<file path="config.mk">
export PLATFORM = sky130hd
export DESIGN_NAME = seg7_scan_driver
export DESIGN_NICKNAME = d
export VERILOG_FILES = /design/src/rtl/seg7_scan_driver.sv
export SDC_FILE = /design/constraint.sdc
export NUM_CORES = 1
export LEC_CHECK = 0
export ABC_AREA = 1
export CAP_MARGIN = 15
export CELL_PAD_IN_SITES_DETAIL_PLACEMENT = 1
export CELL_PAD_IN_SITES_GLOBAL_PLACEMENT = 1
export CORE_MARGIN = 5
export CORE_UTILIZATION = 34
export CTS_BUF_LIST = sky130_fd_sc_hd__clkbuf_2 sky130_fd_sc_hd__clkbuf_4 sky130_fd_sc_hd__clkbuf_8
export DETAILED_ROUTE_END_ITERATION = 8
export PLACE_DENSITY_LB_ADDON = 0.1
export SYNTH_ARGS = -nofsm -noshare
export SYNTH_HDL_FRONTEND = slang
export SYNTH_SLANG_ARGS = --single-unit
export TNS_END_PERCENT = 30
</file>
<file path="constraint.sdc">
create_clock -name clk -period 1.9 [get_ports clk]
set_input_delay 0.19 -clock clk [delete_from_list [all_inputs] [get_ports clk]]
set_output_delay 0.19 -clock clk [all_outputs]
set_load 0.01 [all_outputs]
</file>
<file path="src/rtl/seg7_scan_driver.sv">
// Four-digit common-anode 7-segment scan driver for an HH:MM display.
// Each slot opens with an all-off dead time to stop ghosting between digits.
module seg7_scan_driver #(
   parameter int REFRESH_DIV = 100_000,
   parameter int DEAD_CYCLES = 1_000
) (
   input  logic       clk,
   input  logic       rst,
   input  logic [3:0] d0,
   input  logic [3:0] d1,
   input  logic [3:0] d2,
   input  logic [3:0] d3,
   input  logic [3:0] dp_in,
   input  logic       lz_blank,
   output logic [3:0] an,
   output logic [6:0] seg,
   output logic       dp
);

   localparam int CW = $clog2(REFRESH_DIV);
   localparam logic [CW-1:0] LAST = CW'(REFRESH_DIV - 1);

   logic [CW-1:0] cnt;
   logic [1:0]    sel;
   logic          dead;
   logic [3:0]    digit;
   logic [3:0]    an_next;
   logic [6:0]    seg_next;
   logic          dp_next;

   function automatic logic [6:0] decode(input logic [3:0] v);
      logic [6:0] s;
      case (v)
         4'd0:    s = 7'b1000000;
         4'd1:    s = 7'b1111001;
         4'd2:    s = 7'b0100100;
         4'd3:    s = 7'b0110000;
         4'd4:    s = 7'b0011001;
         4'd5:    s = 7'b0010010;
         4'd6:    s = 7'b0000010;
         4'd7:    s = 7'b1111000;
         4'd8:    s = 7'b0000000;
         4'd9:    s = 7'b0010000;
         default: s = 7'b0111111;
      endcase
      return s;
   endfunction

   // A zero-length dead time would otherwise become an always-false compare.
   if (DEAD_CYCLES == 0) begin : g_no_dead
      assign dead = 1'b0;
   end else begin : g_dead
      assign dead = (cnt < CW'(DEAD_CYCLES));
   end

   always_comb begin
      an_next  = 4'b1111;
      seg_next = 7'b1111111;
      dp_next  = 1'b1;
      case (sel)
         2'd0:    digit = d0;
         2'd1:    digit = d1;
         2'd2:    digit = d2;
         default: digit = d3;
      endcase
      if (!dead && !(sel == 2'd3 && lz_blank && digit == 4'd0)) begin
         an_next  = ~(4'b0001 << sel);
         seg_next = decode(digit);
         dp_next  = ~dp_in[sel];
      end
   end

   // Pins are registered from the pre-edge slot state, so an only ever shows one sel.
   always_ff @(posedge clk) begin
      if (rst) begin
         cnt <= '0;
         sel <= 2'd0;
         an  <= 4'b1111;
         seg <= 7'b1111111;
         dp  <= 1'b1;
      end else begin
         if (cnt == LAST) begin
            cnt <= '0;
            sel <= sel + 2'd1;
         end else begin
            cnt <= cnt + CW'(1);
         end
         an  <= an_next;
         seg <= seg_next;
         dp  <= dp_next;
      end
   end

endmodule

</file>
; ---- After elaboration in Yosys (flattened, before gate mapping)
; Memories as Yosys holds them, arrays and structs flattened. A register that Yosys moved wholly into a read port is not among the register bits.
; Cells that the tools add are included.
[totals]
word_cells = 29
latch_bits = 0
in_bits = 23
rom_bits = 112
ram_bits = 0
regBits = 24
memories = 1
[mem_list]
columns = memory, depth, word_bits, read_ports, rd_clocked_by_memory_dff, write_ports, line_no
row1 = (name not given), 16, 7, 1, 1, 0, 33  ; case (v)
[op_classes]
magnitude_cmp = 2
muxes = 3
n_addsub = 2
reduce_logical = 9
bitwise = 3
div_mod_pow = 0
n_eq_ne = 4
n_mul = 0
shifts = 1
[ops]
columns = op, count
row1 = 17-bit by 1-bit adder with 17-bit output (second input constant), 1
row2 = 17-bit == test (second input constant), 1
row3 = 17-bit by 10-bit < comparator with 1-bit output (second input constant), 1
row4 = 4-bit case mux with 3 select lines, 1
row5 = 2-bit == test (second input constant), 2
row6 = 4-bit zero test, 1
row7 = 4-bit NOT, 1
row8 = 2-bit OR reduction, 2
row9 = 1-bit by 2-bit left shift with 4-bit output (first input constant), 1
row10 = 1-bit logical AND, 3
row11 = 2-bit by 3-bit < comparator with 1-bit output (second input constant), 1
row12 = 2-bit by 1-bit adder with 2-bit output (second input constant), 1
row13 = 1-bit binary-select mux with 2-bit select, 1
row14 = 2-bit by 1-bit == test with 1-bit output (second input constant), 1
row15 = 1-bit zero test, 2
row16 = 2-bit zero test, 1
row17 = 1-bit NOT, 2
row18 = 1-bit 2-to-1 mux, 1

; ---- Longest topological paths before layout
; Gate-level depths: netlist of run 1.
[logic_depth]
word_depth = 8
ltp_mapped = 11
ltp_nobuf = 11

; ---- Worst setup path before layout of run 1
; No wires, ideal clock.
[synth_path]
path_kind = register to register
start = register sel[0]
end = register an[0]
stages_incl_launch_ff = 12
setup_ps = 59
path_buffers = 0
required_time_ps = 1841
slack_ps = 32
arrival_time_ps = 1809
period_less_slack_ps = 1868
cell_sequence = dfxtp_1 > inv_1 > ha_1 > nand2_1 > nand2_1 > o22ai_1 > ha_1 > and3_1 > nand3_4 > nand2_4 > inv_4 > nand2_1
[synth_between]
elab_chain_len = 8
[synth_rtl]
columns = item, line_no
row1 = from (decl), 24  ; logic [1:0] sel;
row2 = from (signal assigned), 84  ; sel <= sel + 2'd1;
row3 = 2-bit == test (tied with other cells), 60  ; case (sel)
row4 = 4-bit case mux with 3 select lines, 60
row5 = 4-bit zero test, 66  ; if (!dead && !(sel == 2'd3 && lz_blank && digit == 4'd0)) begin
row6 = 1-bit logical AND, 66
row7 = 1-bit zero test, 66
row8 = 1-bit logical AND, 66
row9 = 1-bit NOT (no line), --
row10 = 2-bit OR reduction (no line), --
row11 = to (signal assigned), 88  ; an <= an_next;
row12 = to (decl), 15  ; output logic [3:0] an,
; Several ways; a longest one is shown, not always the timed one.
; A chain may end at the register's enable or synchronous reset.

; ---- Final worst setup path of run 1
[layout_path]
start = register sel[1]
end = register seg[6]
[layout_between]
elab_chain_len = 8
[layout_rtl]
columns = item, line_no
row1 = 2-bit == test (tied with other cells), 60
row2 = 4-bit case mux with 3 select lines, 60
row3 = 4-bit zero test, 66
row4 = 1-bit logical AND, 66
row5 = 1-bit zero test, 66
row6 = 1-bit logical AND, 66
row7 = 1-bit NOT (no line), --
row8 = 2-bit OR reduction (no line), --
row9 = to (decl), 16  ; output logic [6:0] seg,
; Several ways; a longest one is shown, not always the timed one.

==> flow_summary.ini, run 1 <==
[cts]
clockRootBuffer = clkbuf_8
clkTransAtPathRegs_ns = 0.07
clk_latency_ns = 0.28
holdBufCountCts = 0
cts_sinks = 31
cts.htree.levels = 2
numCtsBuffers = 5
cts_buffer_depth = 2
cts_tree = done

[power]
p_leak_nw = 0.957
powerDensity_nw_per_um2 = 574
ir_drop_v = 0.000312

[timing]
max_clock_freq_ghz = 0.562
worst_slack_ns = 0.120
setup_viol = 0
hold_violations = 0
maxSlewViolCount = 0
relSlewSlack = 0.804
worst_slew_pin_slew_ns = 0.293
fin_skew_ns = 0.00331
hold_slack_ns = 0.469
period_share = 0.937
period_needed_ns = 1.78

[detailed_routing]
dr.pass1.iters = 2
drc = 0
top_layer = met4
post_drt_wl_per_cell_um = 12.5
routed_wl_um = 4530
drt_iter0_markers = 30
ant_nets = 0
viasPerCell = 4.51
num_vias = 1643
wl_met3_um = 167
wl_met1_um = 2220
wl_met2_um = 2060

[worst_setup_path]
crit_path_end_kind = register
worst_path_dominant_cell_family = simple AND/OR/NAND/NOR gates
cpMaxStageDelayCell = dfxtp_2
startpoint_type = register
path_class = reg2reg
path_buf_inv = 2
required_ns = 2.12
critPathArrivalTime_ns = 2.00
cp_max_fo = 6
ff2ff_setup_slack_ns = 0.12
worst_path_largest_cell_delay_ns = 0.37
cp_cell_sequence = ha_1, inv_2, or2_2, o21ai_4, ha_2, and3_4, nand3_4, nand2_4, inv_4, nand2_1

[logic_synthesis]
synthMuxAreaShare = 0
synth_compound_area_frac = 0.0588
synth_cell_type_count = 30
yosys_register_bits = 31
synth_ff_type = dfxtp_1
synth_area_um2 = 1720
synth_xor_area_frac = 0.0254
synth_edf_count = 0
synth_top_family_by_area = simple AND/OR/NAND/NOR gates
syn_inst = 242
synthAdderAreaFrac = 0.0799
synthArstFlopShare = 0
synth-simple-area-share = 0.400
syn_area_per_cell_um2 = 7.12
synth_warnings = 0
seq_area_frac_synth = 0.360
syn_nets = 276

[die]
die_y_um = 81.2
start_util = 0.344
rows = 26
core_area_um2 = 5010
dieArea_um2 = 6590
io_pins = 35
die_x_um = 81.2

[global_routing]
globalRoute.totalOverflow = 0
first_global_vias = 1573
antenna_found_initial = 0
grt_first_pass_wirelength_um = 7170
grt_max_degree = 17
grtUsageTotal = 0.144

[placed_design]
place_ws_ns = -0.0356
io_buffers = 34
hpwl_um = 3630
dpl_cell_area_um2 = 2200
place.gp.congestion = 0.817
post-place-cells = 353

[final_layout]
area_delta_synth_final_pct = 38.3
multi_input_area_um2 = 1020
final_cell_mix = nand2_1, clkdlybuf4s50_1, nor2_1, dfxtp_1, inv_1
filler_cell_count = 673
final_util = 0.476
final_cells = 364
layout-drive-gt1-share = 0.177
layout_commonest_cell = nand2_1
diodes = 0
regArea_um2 = 626
design_area_um2 = 2380
num-nets-final = 327

[status]
status = complete, no violations

[flow_run]
drv_cap = 0

[hold_path]
hp-class = reg2reg
## flip-flops by register name, indices dropped and copies added (netlist names)
signal / count
dp: 1
seg: 7
an: 4
cnt: 17
sel: 2
## cell families after synthesis
kind of cell	after synthesis
simple gates	148
compound gates	15
xor+xnor	5
flops	31
fa+ha+maj	11
buf+inv	32
## metrics by stage
| step | setup TNS [ns] | total power, mW |
|---|---|---|
| 6_report | 0 | 1.37 |
| 3_3_place_gp | -0.170 | 0.786 |
| 3_5_place_dp | -0.177 | 0.787 |
| 4_1_cts | 0 | 1.38 |
| 5_1_grt | -0.00736 | 1.43 |
| 2_1_floorplan | 0 | 0.726 |
## cells in the mapped netlist (all sizes together) (2+ instances only)
library cell,count,area [um2]
a21oi,8,51.3
dfxtp,31,621
ha,11,138
inv,31,119
nand2,72,290
nand3,16,97.6
nand3b,2,15.0
nand4,9,56.3
nor2,37,161
nor3,7,35.0
o21ai,5,36.3
or2,4,27.5
xor2,5,43.8
## layer usage
metal  GRT usage  vias to the layer above
met5           0                        -
met4      0.0507                        0
met3      0.0399                        8
met2       0.227                       24
met1       0.186                      745
li1            -                      866
## what timing repair did
item / 4_1_cts / 5_1_grt
gates resized for setup: 3 / 12
setup endpoints to repair: 8 / 12
pin swaps: 0 / 6
buffers inserted: 0 / 3
## layout make-up
cell class | instances | share of cell area
multi-input combinational | 179 | 0.430
clock buffer | 8 | 0.0436
inverter | 31 | 0.0499
sequential | 31 | 0.262
timing repair buffer | 45 | 0.177
tap | 70 | 0.0367
## final timing paths
path / startpoint / to / depth (start not counted)
worst max register to register: sel[1]$_SDFFE_PP0P_ / seg[6]$_SDFF_PP1_ / 10
worst min register to register: cnt[0]$_SDFF_PP0_ / cnt[0]$_SDFF_PP0_ / 1
worst min-delay path: cnt[0]$_SDFF_PP0_ / cnt[0]$_SDFF_PP0_ / 1
worst max-delay path: sel[1]$_SDFFE_PP0P_ / seg[6]$_SDFF_PP1_ / 10
## power breakdown
group	internal, mW	switching (mW)	leakage, nW
logic	0.0680	0.0525	0.650
clock network	0.345	0.244	0.0549
registers	0.654	0.00449	0.252
No activity file was read; power rests on OpenSTA's default activity.
==> inputs of run 2 (changes only) <==
Settings changed: CORE_MARGIN 5 to 4.
==> flow_summary.ini, run 2 (synthesis results as in run 1) <==
[timing]
worst_slack_ns = 0.0886
max_clock_freq_ghz = 0.552
worst_slew_pin_slew_ns = 0.293
fin_skew_ns = 0.00247
period_share = 0.953
fin_tns_setup_ns = 0
period_needed_ns = 1.81
hold_violations = 0
setup_viol = 0
rsz0062_at_grt = true
maxSlewViolCount = 0
relSlewSlack = 0.804

[final_layout]
diodes = 0
final_cell_mix = nand2_1, clkdlybuf4s50_1, nor2_1, dfxtp_1, inv_1
largestRegisters = cnt: 17 flops, seg: 7 flops, an: 4 flops
design_area_um2 = 2400
largest_register = cnt
largest_reg_flops = 17
area_delta_synth_final_pct = 39.6
layout-drive-gt1-share = 0.200
layout_commonest_cell = nand2_1
num-nets-final = 329
final_util = 0.499

[global_routing]
globalRoute.totalOverflow = 0
first_global_vias = 1694
grt_max_degree = 17
grt_first_pass_wirelength_um = 7760
antenna_found_initial = 0
grtUsageTotal = 0.159

[placed_design]
place_ws_ns = -0.0225
dpl_cell_area_um2 = 2200
io_buffers = 34
place.gp.congestion = 0.813
hpwl_um = 3540

[worst_setup_path]
r2r_start = sel[0]$_SDFFE_PP0P_
critPathMostFrequentCell = nand2_1
ff2ff_setup_slack_ns = 0.09
critPathArrivalTime_ns = 2.04
regToRegEndpoint = an[1]$_SDFF_PP1_
required_ns = 2.13
cp-startpoint = sel[0]$_SDFFE_PP0P_
worst_path_dominant_cell_family = simple AND/OR/NAND/NOR gates
cp-endpoint = an[1]$_SDFF_PP1_
cp_cell_sequence = clkinvlp_4, ha_4, nand2_1, nand2_2, o21ai_4, ha_2, and3_4, nand3_4, nand2_4, inv_4, nand2_1
path_buf_inv = 2
cp_max_fo = 6
worst_path_largest_cell_delay_ns = 0.38
cpMaxStageDelayCell = dfxtp_4
critical_path_depth = 11
crit_path_end_kind = register
startpoint_type = register
reg2regPathDepth = 11
path_class = reg2reg

[die]
dieArea_um2 = 6270
rows = 25
io_pins = 35
die_x_um = 79.2
core_area_um2 = 4820
start_util = 0.358
die_y_um = 79.2

[flow_run]
drv_cap = 0

[cts]
cts_buffer_depth = 2
cts_sinks = 31
numCtsBuffers = 5
clk_latency_ns = 0.28
clkTransAtPathRegs_ns = 0.07
clockRootBuffer = clkbuf_8
cts.htree.levels = 2
cts_tree = done

[power]
p_leak_nw = 0.961
powerDensity_nw_per_um2 = 547
finalPower_mw = 1.31
ir_drop_v = 0.000305

[status]
status = complete, no violations

[detailed_routing]
drc = 0
num_vias = 1659
drt_iter0_markers = 37
post_drt_wl_per_cell_um = 12.8
ant_nets = 0
routed_wl_um = 4640
viasPerCell = 4.58
dr.pass1.iters = 4

[hold_path]
hp-class = reg2reg
holdCritStartpoint = cnt[0]$_SDFF_PP0_
-- run 2: cell count changes in the layout (fill, tap and decap cells not counted), sizes merged --
cell      change
clkinvlp      +1
inv           -1
buf           +2
clkinv        +1
clkbuf        -2
-- run 2: area by class of cell --
cell class	count	area, um2
Multi-Input combinational cell	179	1050
Inverter	31	123
Timing Repair Buffer	47	438
Fill cell	619	2410
Clock inverter	1	5.00
Clock buffer	6	82.6
Sequential cell	31	626
Tap cell	67	83.8
-- run 2: worst min path at each step --
| stage | depth (start not counted) | slack [ns] | end |
|---|---|---|---|
| after floorplan | 2 | 0.32 | seg[0]$_SDFF_PP1_ |
| after global placement | 1 | 0.45 | cnt[0]$_SDFF_PP0_ |
| after detailed placement | 1 | 0.45 | cnt[0]$_SDFF_PP0_ |
| after CTS | 1 | 0.47 | cnt[0]$_SDFF_PP0_ |
| after global routing | 2 | 0.51 | cnt[16]$_SDFF_PP0_ |
| final | 1 | 0.46 | cnt[0]$_SDFF_PP0_ |
-- run 2: worst register-to-register path: stages (launching register included) --
cell	delay, ns
dfxtp_4	0.38
clkinvlp_4	0.14
ha_4	0.20
nand2_1	0.09
nand2_2	0.07
o21ai_4	0.15
ha_2	0.20
and3_4	0.19
nand3_4	0.11
nand2_4	0.12
inv_4	0.06
nand2_1	0.05
-- run 2: what timing repair did --
item / CTS / global route
buffers inserted: 0 / 4
pin swaps: 0 / 4
resized for setup: 2 / 20
endpoints found under the setup margin: 8 / 12
hold buffers: 0 / 0
-- run 2: routing by layer --
metal,routed length (um),track usage,share of wire
met3,126,0.0454,0.027
met4,53,0.0567,0.011
met1,2200,0.207,0.47
met5,0,0,0
met2,2260,0.251,0.49
-- run 2: power by group --
part	leakage [nW]	total [mW]	internal, mW	switching (mW)
logic	0.662	0.121	0.0671	0.0539
clock network	0.0470	0.536	0.284	0.252
registers	0.252	0.658	0.653	0.00447
total	0.961	1.31	1.00	0.310
-- run 2: through the flow --
step,hold slack [ns],std cells
final,0.460,362
after floorplan,0.322,242
after global placement,0.446,351
after CTS,0.467,358
after detailed placement,0.451,351
after global routing,0.511,362
